File: config.mk
export PLATFORM = sky130hd
export DESIGN_NAME = eth_tx_arbiter
export DESIGN_NICKNAME = d
export VERILOG_FILES = /design/src/rtl/ethernet_header_pkg.sv /design/src/rtl/eth_tx_arbiter.sv
export SDC_FILE = /design/constraint.sdc
export NUM_CORES = 1
export LEC_CHECK = 0
export CAP_MARGIN = 20
export CORE_AREA = 10 10 151 153
export DETAILED_ROUTE_END_ITERATION = 10
export DIE_AREA = 0 0 161 163
export REMOVE_ABC_BUFFERS = 1
export SLEW_MARGIN = 20
export SYNTH_ARGS = -nofsm -noshare
export SYNTH_HDL_FRONTEND = slang
export SYNTH_SLANG_ARGS = --single-unit
File: constraint.sdc
create_clock -name clk -period 1.74 [get_ports clk]
set_input_delay 0.174 -clock clk [delete_from_list [all_inputs] [get_ports clk]]
set_output_delay 0.174 -clock clk [all_outputs]
set_load 0.01 [all_outputs]
File: src/rtl/ethernet_header_pkg.sv
// Shared Ethernet header definitions and the TX arbiter state encoding.
package ethernet_header_pkg;

  localparam int unsigned ETH_HDR_W = 112;

  typedef struct packed {
    logic [47:0] src_mac;
    logic [47:0] dest_mac;
    logic [15:0] ethertype;
  } eth_hdr_t;

  typedef enum logic {StIdle, StActive} arb_state_e;

endpackage

File: src/rtl/eth_tx_arbiter.sv
// Two-requester, packet-granular round-robin arbiter feeding one header+payload
// pair into packet_tx. Routing is combinational; grant and completion are registered.
module eth_tx_arbiter
  import ethernet_header_pkg::*;
#(
  parameter int unsigned DATA_W = 8,
  parameter int unsigned HDR_W  = ETH_HDR_W,
  parameter int unsigned CNT_W  = 16
) (
  input  logic              clk,
  input  logic              rst,
  input  logic [DATA_W-1:0] s0_axis_tdata,
  input  logic              s0_axis_tvalid,
  input  logic              s0_axis_tlast,
  output logic              s0_axis_tready,
  input  logic [HDR_W-1:0]  s0_header,
  input  logic              s0_header_valid,
  output logic              s0_header_rd,
  input  logic [DATA_W-1:0] s1_axis_tdata,
  input  logic              s1_axis_tvalid,
  input  logic              s1_axis_tlast,
  output logic              s1_axis_tready,
  input  logic [HDR_W-1:0]  s1_header,
  input  logic              s1_header_valid,
  output logic              s1_header_rd,
  output logic [DATA_W-1:0] m_axis_tdata,
  output logic              m_axis_tvalid,
  output logic              m_axis_tlast,
  input  logic              m_axis_tready,
  output logic [HDR_W-1:0]  header,
  output logic              header_valid,
  input  logic              header_rd,
  output logic              busy,
  output logic              grant,
  output logic [CNT_W-1:0]  pkt_cnt0,
  output logic [CNT_W-1:0]  pkt_cnt1
);

  localparam logic [CNT_W-1:0] CntOne = {{(CNT_W-1){1'b0}}, 1'b1};

  arb_state_e       state_q, state_d;
  logic             grant_q, grant_d;
  logic             last_grant_q, last_grant_d;
  logic             hdr_done_q, hdr_done_d;
  logic             data_done_q, data_done_d;
  logic [CNT_W-1:0] cnt0_q, cnt0_d;
  logic [CNT_W-1:0] cnt1_q, cnt1_d;
  logic             hdr_fire;
  logic             data_fire;
  logic             rdy;

  always_comb begin
    state_d        = state_q;
    grant_d        = grant_q;
    last_grant_d   = last_grant_q;
    hdr_done_d     = hdr_done_q;
    data_done_d    = data_done_q;
    cnt0_d         = cnt0_q;
    cnt1_d         = cnt1_q;
    hdr_fire       = 1'b0;
    data_fire      = 1'b0;
    rdy            = 1'b0;
    s0_axis_tready = 1'b0;
    s1_axis_tready = 1'b0;
    s0_header_rd   = 1'b0;
    s1_header_rd   = 1'b0;
    m_axis_tdata   = '0;
    m_axis_tvalid  = 1'b0;
    m_axis_tlast   = 1'b0;
    header         = '0;
    header_valid   = 1'b0;

    case (state_q)
      StIdle: begin
        if (s0_header_valid || s1_header_valid) begin
          state_d     = StActive;
          // On a tie the requester not served last wins; otherwise the lone requester.
          grant_d     = (s0_header_valid && s1_header_valid) ? ~last_grant_q : s1_header_valid;
          hdr_done_d  = 1'b0;
          data_done_d = 1'b0;
        end
      end
      StActive: begin
        header        = grant_q ? s1_header : s0_header;
        header_valid  = ~hdr_done_q & (grant_q ? s1_header_valid : s0_header_valid);
        m_axis_tdata  = grant_q ? s1_axis_tdata : s0_axis_tdata;
        m_axis_tlast  = grant_q ? s1_axis_tlast : s0_axis_tlast;
        // Once the payload tlast has gone through, hold the source off so the next
        // queued packet cannot leak into this grant.
        m_axis_tvalid = ~data_done_q & (grant_q ? s1_axis_tvalid : s0_axis_tvalid);
        rdy           = ~data_done_q & m_axis_tready;
        hdr_fire      = header_rd & header_valid;
        data_fire     = m_axis_tvalid & m_axis_tready & m_axis_tlast;
        if (grant_q) begin
          s1_axis_tready = rdy;
          s1_header_rd   = hdr_fire;
        end else begin
          s0_axis_tready = rdy;
          s0_header_rd   = hdr_fire;
        end
        hdr_done_d  = hdr_done_q | hdr_fire;
        data_done_d = data_done_q | data_fire;
        if (hdr_done_d && data_done_d) begin
          state_d      = StIdle;
          last_grant_d = grant_q;
          hdr_done_d   = 1'b0;
          data_done_d  = 1'b0;
          if (grant_q) cnt1_d = cnt1_q + CntOne;
          else         cnt0_d = cnt0_q + CntOne;
        end
      end
      default: state_d = StIdle;
    endcase
  end

  always_ff @(posedge clk or posedge rst) begin
    if (rst) begin
      state_q      <= StIdle;
      grant_q      <= 1'b0;
      last_grant_q <= 1'b1;
      hdr_done_q   <= 1'b0;
      data_done_q  <= 1'b0;
      cnt0_q       <= '0;
      cnt1_q       <= '0;
    end else begin
      state_q      <= state_d;
      grant_q      <= grant_d;
      last_grant_q <= last_grant_d;
      hdr_done_q   <= hdr_done_d;
      data_done_q  <= data_done_d;
      cnt0_q       <= cnt0_d;
      cnt1_q       <= cnt1_d;
    end
  end

  assign busy     = (state_q == StActive);
  assign grant    = grant_q;
  assign pkt_cnt0 = cnt0_q;
  assign pkt_cnt1 = cnt1_q;

endmodule

==> results of run 1 <==
## per-stage QoR
step / util, % / cell area (µm²) / setup slack (ps)
floorplan: - / 3610 / -4510
global placement: 43.3 / 8610 / -224
detailed placement: 43.3 / 8610 / -229
CTS: 44.6 / 8880 / -234
global route: 47.2 / 9390 / -307
finish: 47.2 / 9400 / -243
## kinds of logic (layout without fill, tap and decap cells)
| kind of cell | after synthesis | in the layout | synth area share (%) |
|---|---|---|---|
| buffers and inverters | 36 | 532 | 4.77 |
| AOI/OAI and AO/OA | 9 | 9 | 1.89 |
| other | 0 | 4 | 0 |
| muxes | 125 | 125 | 33.3 |
| adders and majority gates | 2 | 2 | 0.662 |
| DFF | 37 | 37 | 24.5 |
| and+or+nand+nor | 208 | 208 | 27.9 |
| xor gates and xnor gates | 30 | 30 | 6.96 |
## layer usage
metal,wire length (µm),vias to the layer above,global-route usage [%],part of all wire [%]
met5,0,-,0,0
met4,203,0,2.27,0.72
met3,2610,20,6.85,9.2
met2,14600,246,34.2,52
met1,10900,2515,22.2,39
li1,-,2552,-,-
## how the worst max path moves through the flow
stage | cells after the start | end | startpoint
4_1_cts | 8 | pkt_cnt1[0]$_DFFE_PP0P_ | grant$_DFFE_PP0P_
3_5_place_dp | 6 | pkt_cnt1[1]$_DFFE_PP0P_ | grant$_DFFE_PP0P_
5_1_grt | 7 | pkt_cnt0[11]$_DFFE_PP0P_ | grant$_DFFE_PP0P_
2_1_floorplan | 4 | pkt_cnt1[1]$_DFFE_PP0P_ | grant$_DFFE_PP0P_
6_report | 8 | pkt_cnt0[2]$_DFFE_PP0P_ | grant$_DFFE_PP0P_
3_3_place_gp | 5 | header[55] | grant$_DFFE_PP0P_
## what timing repair did
action / 4_1_cts / 5_1_grt
setup endpoints to repair: 155 / 160
gates cloned: 2 / 5
resized for setup: 354 / 245
pin swaps: 4 / 33
setup buffers: 16 / 34
hold buffers: 0 / 0
## power by group through the flow
stage	sequential [µW]	clock [µW]	combinational (µW)
2_1_floorplan	1410	0	2240
3_3_place_gp	1200	0	9270
3_5_place_dp	1200	0	9230
4_1_cts	1210	1180	9110
5_1_grt	1230	1220	11100
6_report	1200	1170	10400
## registers in the layout, summed over array words and instances, names as in the netlist
signal	cells
data_done_q	1
hdr_done_q	1
busy	1
last_grant_q	1
pkt_cnt1	16
grant	1
pkt_cnt0	16
## synthesized netlist by cell type (3+ instances only)
cell type  count  area (µm²)
nand4_1        9        56.3
nor2_1       127         477
clkbuf_1      11        41.3
nor3b_1        3        22.5
mux2i_1      122        1220
nor4b_1        3        26.3
dfrtp_1       36         901
and3_1         3        18.8
xor2_1        24         210
nor3_1         9        45.0
xnor2_1        6        52.6
buf_2         15        75.1
buf_1          3        11.3
a21o_1         3        22.5
nor4_2        11         138
nand3_1       11        55.1
nand2_1       14        52.6
buf_6          3        33.8
## cell type report
type | count | area (µm²)
repair buffers | 521 | 4910
fillers | 1981 | 10500
inverters | 3 | 13.8
well taps | 270 | 338
clock buffers | 5 | 125
diodes | 4 | 10.0
flip-flops and latches | 37 | 931
clock inverters | 3 | 65.1
multi-input cells | 374 | 3010
==> results.ini, run 1 <==
[logic_synthesis]
synth_flop_cell = dfrtp_1
post_synth.cell_area_avg_um2 = 8.45
ys_seq_area_share_pct = 24.5
synth_seq_cells = 37
synth_edf_count = 0
yosysWarnings = 0
ys_async_sr_fraction_pct = 100
syn-cell-area_um2 = 3780
ys_types = 46
syn_inst = 447

[global_route]
grt_overflow = 0
grt_max_degree = 35
antenna_found_initial = 5
track_usage_pct = 19.2
grt_pass1_vias = 5413
grt_pass1_wl_um = 37600

[power_and_ir_drop]
p_int_uw = 7360
combPwrFrac_pct = 81.5
power_density_nw_per_um2 = 1360
power.switching_uw = 5430
p_leak_uw = 0.00443
p_clk_share_pct = 9.2
power_uw = 12800
seqPwrFrac_pct = 9.4
peakVddDrop_mv = 0.619
swShare_pct = 42.5

[critical_path]
cpMaxStageDelayCell = dfrtp_4
rr_endpoint = pkt_cnt0[2]$_DFFE_PP0P_
path_buf_inv = 4
rr_worst_depth = 8
crit_type = flop to flop
cp_data_arrival_time_ps = 2130
start_kind = flop
cpMostUsedCell = buf_6
crit_fanout = 7
crit_path_end_kind = flop
rrSetupSlack_ps = -240
path_cells = buf_12 > buf_6 > mux2_4 > buf_6 > o211ai_4 > buf_6 > nor3b_1 > xor2_1
required_ps = 1890
path_delay_family = buffers and inverters
slowest_delay_ps = 550
regToRegStartpoint = grant$_DFFE_PP0P_

[clocking]
cts_max_level = 2
clockBufferDepth = 2
cts_tree = built
cts_sinks = 37
clkTransAtPathRegs_ps = 60
cts_buffers = 5
clk_latency_ps = 280
clockRootBuffer = clkbuf_16

[cells_and_area]
layout_commonest_cell = clkdlybuf4s50_1
area_growth_pct = 149
final_nets = 1194
final_cell_mix = clkdlybuf4s50_1, nor2_1, mux2i_1
stdcell_count = 1217
drive_gt1_share_pct = 31.0

[floorplanning]
rows = 52
die_x_um = 161
coreArea_um2 = 19900
boundaryPins = 411
initial_utilization_pct = 19.0
die-area_um2 = 26200
die_h_um = 163

[status]
status = complete, but fails checks
failed_checks = setup timing

[timing]
setup_ws_ps = -243
rsz0062_at_grt = yes
period_minus_slack_ps = 1980
min_period_over_period_pct = 114
setup_tns_ps = -11400
finClkSkew_ps = 3.04
finalSetupViolCount = 102
timing.hold.ws_ps = 186
drv_slew = 0
max_freq_mhz = 504
hold_viol = 0
worstMarginPinSlew_ps = 397
slew_headroom_pct = 73.6

[route]
ant_nets = 0
drc = 0
vias = 5333
dr.first_iter.drc_count = 186
drt_pass1_iterations = 5
vias_per_cell = 4.38
wl_per_cell_um = 23.3
wirelength_um = 28400

[place]
dp.cells = 1151
dp_hpwl_um = 23300
gp_congestion = 0.858
port_buffers = 410

[hold_path]
hp-class = primary input to async pin

[run]
maxCapViolations = 0

Note: power is estimated with default switching activity, not from simulation.
==> run 2, diff against run 1 <==
Settings changed: CORE_AREA 10 10 151 153 to 2 2 161 163, DIE_AREA 0 0 161 163 to 0 0 163 165, REMOVE_ABC_BUFFERS 1 to unset, SLEW_MARGIN 20 to unset.
==> run 2 against run 1 <==
Against the previous run:
- the flow still finishes with violations (setup timing)
- first-iteration DRC count rose by 3.8%
- power fell by 4.4%
- clock skew rose by 2.2 ps
- combinational power barely moved
- non-clock buffer count fell by 11
- sequential power barely moved
- sequential share of layout area fell by 0.055 points
- critical path type unchanged
==> results.ini, run 2 (synthesis results as in run 1) <==
[status]
status = complete, but fails checks
failed_checks = setup timing

[timing]
finalSetupViolCount = 135
rsz0062_at_grt = yes
slew_headroom_pct = 60.2
hold_viol = 0
drv_slew = 0
min_period_over_period_pct = 114
period_minus_slack_ps = 1980
max_freq_mhz = 505
finClkSkew_ps = 5.29
worstMarginPinSlew_ps = 596
timing.hold.ws_ps = 264
setup_ws_ps = -239

[global_route]
grt_pass1_vias = 5141
antenna_found_initial = 13
grt_overflow = 0
grt_pass1_wl_um = 34300
grt_max_degree = 63
track_usage_pct = 17.3

[cells_and_area]
drive_gt1_share_pct = 31.7
layout_commonest_cell = clkdlybuf4s50_1
fill_cells = 2552
final_cell_mix = clkdlybuf4s50_1, nor2_1, buf_2
area_growth_pct = 150
stdcell_count = 1267
final_nets = 1183

[hold_path]
hp-class = primary input to async pin

[power_and_ir_drop]
combPwrFrac_pct = 83.0
p_int_uw = 6890
swShare_pct = 43.6
p_leak_uw = 0.00443
p_clk_share_pct = 7.1
seqPwrFrac_pct = 9.8
power.switching_uw = 5330
power_density_nw_per_um2 = 1290
peakVddDrop_mv = 0.774

[clocking]
cts_max_level = 2
cts_tree = built
clk_latency_ps = 280
clkTransAtPathRegs_ps = 60
clockBufferDepth = 2
cts_sinks = 37
cts_buffers = 5
clockRootBuffer = clkbuf_16

[critical_path]
cp_data_arrival_time_ps = 2180
regToRegStartpoint = grant$_DFFE_PP0P_
crit_fanout = 4
crit_path_end_kind = flop
crit_type = flop to flop
required_ps = 1940
rr_endpoint = pkt_cnt1[13]$_DFFE_PP0P_
rrSetupSlack_ps = -240
rr_worst_depth = 7
start_kind = flop

[floorplanning]
boundaryPins = 411
die_h_um = 165
die-area_um2 = 26900
coreArea_um2 = 25000
initial_utilization_pct = 15.1
rows = 58
die_x_um = 163

[place]
gp_congestion = 0.809
dp_hpwl_um = 20400
port_buffers = 410
pre_cts_ws_ps = -171
dp.cells = 1211

[route]
vias = 5248
wl_per_cell_um = 20.4
drc = 0
dr.first_iter.drc_count = 193
drt_pass1_iterations = 6
wirelength_um = 25900
vias_per_cell = 4.14
ant_nets = 0

[logic_synthesis]
syn_nets = 699

[run]
maxCapViolations = 0

-- run 2: through the flow --
stage	setup TNS, ps	instance area (µm²)	total power [µW]	utilization (%)
CTS	-11100	9100	11700	36.4
global route	-18980	9440	13000	37.7
floorplan	0	3780	5120	-
detailed placement	-8460	8760	10300	35.0
finish	-9870	9450	12200	37.8
global placement	-7870	8760	10200	35.0
-- run 2: critical path, stage by stage, from the launching register on --
cell and delay, ps:
dfrtp_4 510, buf_8 140, nand4b_1 180, and3b_2 310, buf_4 160, buf_8 130, nor4b_4 280, xor2_1 180
-- run 2: timing repair --
| item | 4_1_cts | 5_1_grt |
|---|---|---|
| hold buffers | 0 | 0 |
| setup endpoints to repair | 158 | 157 |
| buffers inserted | 25 | 14 |
| pin swaps | 22 | 52 |
| cloned | 7 | 6 |
| gates resized for setup | 516 | 118 |
-- run 2: power by group through the flow --
stage	registers [µW]	logic [µW]	clock network [µW]
2_1_floorplan	1200	3920	0
3_3_place_gp	1220	9010	0
3_5_place_dp	1220	9040	0
4_1_cts	1190	9630	896
5_1_grt	1230	10800	946
6_report	1200	10200	871
-- run 2: routing by layer --
metal	routed length (µm)	up-vias	global-route usage, %
met5	90	-	0
met4	145	14	1.45
met3	2660	23	6.83
met2	12700	223	29.8
met1	10300	2446	21.0
li1	-	2542	-
-- run 2: worst max-delay path by stage --
stage	start	endpoint	slack (ps)
5_1_grt	grant$_DFFE_PP0P_	pkt_cnt1[13]$_DFFE_PP0P_	-280
3_3_place_gp	grant$_DFFE_PP0P_	header_valid	-160
4_1_cts	grant$_DFFE_PP0P_	header[37]	-220
3_5_place_dp	m_axis_tready	pkt_cnt1[1]$_DFFE_PP0P_	-170
2_1_floorplan	grant$_DFFE_PP0P_	pkt_cnt1[1]$_DFFE_PP0P_	20
6_report	grant$_DFFE_PP0P_	pkt_cnt1[13]$_DFFE_PP0P_	-240
-- run 2: final cells by class --
type	instances	area [µm²]	area share [%]
antenna	5	12.5	0.132
multi-input combinational	374	3110	32.9
tap	330	413	4.37
inverter	3	16.3	0.172
timing repair buffer	510	4830	51.1
clock inverter	2	10.0	0.106
sequential	37	931	9.85
clock buffer	6	129	1.36
==> run 3, diff against run 2 <==
Settings changed: GPL_TIMING_DRIVEN set to 0, PLACE_DENSITY_LB_ADDON set to 0.12.
==> run 3 against run 2 <==
Against the previous run:
- the flow still finishes with violations (setup timing)
- critical path depth unchanged
- worst setup slack improved by 78 ps
- first-iteration DRC count decreased by 13%
- clock power increased by 3.7%
- via count decreased by 5.7%
- power decreased by 7.7%
- combinational power decreased by 9.6%
- die area unchanged
- final cell count decreased by 3.6%
- utilization decreased by 1.6 points
- wire length decreased by 3.2%
- sequential power about the same
==> results.ini, run 3 (synthesis results as in run 1) <==
[global_route]
grt_pass1_vias = 4977
track_usage_pct = 17.4
grt_overflow = 0
grt_max_degree = 38
grt_pass1_wl_um = 34200
antenna_found_initial = 8

[place]
gp_congestion = 0.790
dp.cells = 1187
port_buffers = 410
dp_hpwl_um = 20900

[clocking]
cts_max_level = 2
cts_sinks = 37
clkTransAtPathRegs_ps = 60
clockRootBuffer = clkbuf_16
cts_buffers = 5
clockBufferDepth = 2
cts_tree = built
clk_latency_ps = 290

[timing]
rsz0062_at_grt = yes
hold_viol = 0
min_period_over_period_pct = 109
finClkSkew_ps = 5.63
finalSetupViolCount = 107
setup_tns_ps = -5170
drv_slew = 0
setup_ws_ps = -161
period_minus_slack_ps = 1900
worstMarginPinSlew_ps = 840
slew_headroom_pct = 43.9
max_freq_mhz = 526

[cells_and_area]
stdcell_count = 1222
fill_cells = 2633
drive_gt1_share_pct = 22.6
area_growth_pct = 139
final_nets = 1137
multi_input_area_um2 = 3110
register_area_um2 = 932
final_util_pct = 36.1
layout_commonest_cell = clkdlybuf4s50_1
final_cell_mix = clkdlybuf4s50_1, nor2_1, mux2i_1

[run]
maxCapViolations = 0

[critical_path]
required_ps = 1940
crit_fanout = 10
rrSetupSlack_ps = -160
crit_path_end_kind = flop
rr_worst_depth = 7
regToRegStartpoint = grant$_DFFE_PP0P_
rr_endpoint = pkt_cnt0[14]$_DFFE_PP0P_
path_cells = buf_4 > nand4b_1 > and3b_1 > buf_8 > buf_12 > nor4_4 > xor2_1
path_delay_family = simple AND/OR/NAND/NOR gates
crit_type = flop to flop
cp_data_arrival_time_ps = 2110
path_buf_inv = 3
start_kind = flop
cpMaxStageDelayCell = dfrtp_2
slowest_delay_ps = 440

[route]
dr.first_iter.drc_count = 167
drt_pass1_iterations = 6
drc = 0
vias = 4951
wl_per_cell_um = 20.5
vias_per_cell = 4.05
ant_nets = 0
wirelength_um = 25000

[floorplanning]
coreArea_um2 = 25000
die_x_um = 163
die-area_um2 = 26900
die_h_um = 165
initial_utilization_pct = 15.1
boundaryPins = 411
rows = 58

[power_and_ir_drop]
combPwrFrac_pct = 81.6
swShare_pct = 46.0
power.switching_uw = 5190
p_clk_share_pct = 8.0
peakVddDrop_mv = 0.507
seqPwrFrac_pct = 10.4
p_leak_uw = 0.00419
power_uw = 11300
power_density_nw_per_um2 = 1250
p_int_uw = 6100

[status]
status = complete, but fails checks
failed_checks = setup timing

[logic_synthesis]
syn_nets = 699

[hold_path]
hp-class = primary input to async pin

## run 3: repair_timing
item / CTS / global route
pin swaps: 6 / 17
buffers inserted: 8 / 9
hold buffers: 0 / 0
gates cloned: 4 / 0
endpoints found under the setup margin: 158 / 160
gates resized for setup: 377 / 134
## run 3: final cells by class
type	count	share of cell area, %
Inverter	3	0.208
Multi-Input combinational cell	374	34.4
Clock buffer	6	1.43
Clock inverter	2	0.111
Buffer	33	5.25
Antenna cell	6	0.166
Timing Repair Buffer	431	43.5
Tap cell	330	4.57
Sequential cell	37	10.3
## run 3: worst max path at each step
stage	startpoint	end	slack (ps)	cells after the start
after floorplan	grant$_DFFE_PP0P_	pkt_cnt1[1]$_DFFE_PP0P_	20	5
after global placement	grant$_DFFE_PP0P_	header[80]	-1210	6
after detailed placement	grant$_DFFE_PP0P_	header[80]	-1240	6
after CTS	grant$_DFFE_PP0P_	s1_header_rd	-270	4
after global routing	grant$_DFFE_PP0P_	pkt_cnt1[10]$_DFFE_PP0P_	-240	7
final	grant$_DFFE_PP0P_	pkt_cnt0[14]$_DFFE_PP0P_	-160	7
## run 3: power groups by stage
stage / Sequential (µW) / Combinational, µW / Clock [µW]
2_1_floorplan: 1200 / 3920 / 0
3_3_place_gp: 1210 / 8540 / 0
3_5_place_dp: 1210 / 8490 / 0
4_1_cts: 1190 / 8940 / 923
5_1_grt: 1200 / 9920 / 951
6_report: 1170 / 9220 / 903
## run 3: metal layers
metal	global-route usage, %	routed length (µm)	part of all wire (%)
met1	18.8	9050	36
met2	32.5	13400	53
met3	6.65	2430	9.7
met4	2.90	160	0.64
met5	0	22	0.088
## run 3: per-stage QoR
step / hold slack [ps] / area, µm² / worst slack [ps]
floorplan: 343 / 3780 / 16.5
global placement: 470 / 8290 / -1210
detailed placement: 464 / 8290 / -1240
CTS: 416 / 8910 / -272
global route: 465 / 9030 / -243
finish: 378 / 9040 / -161
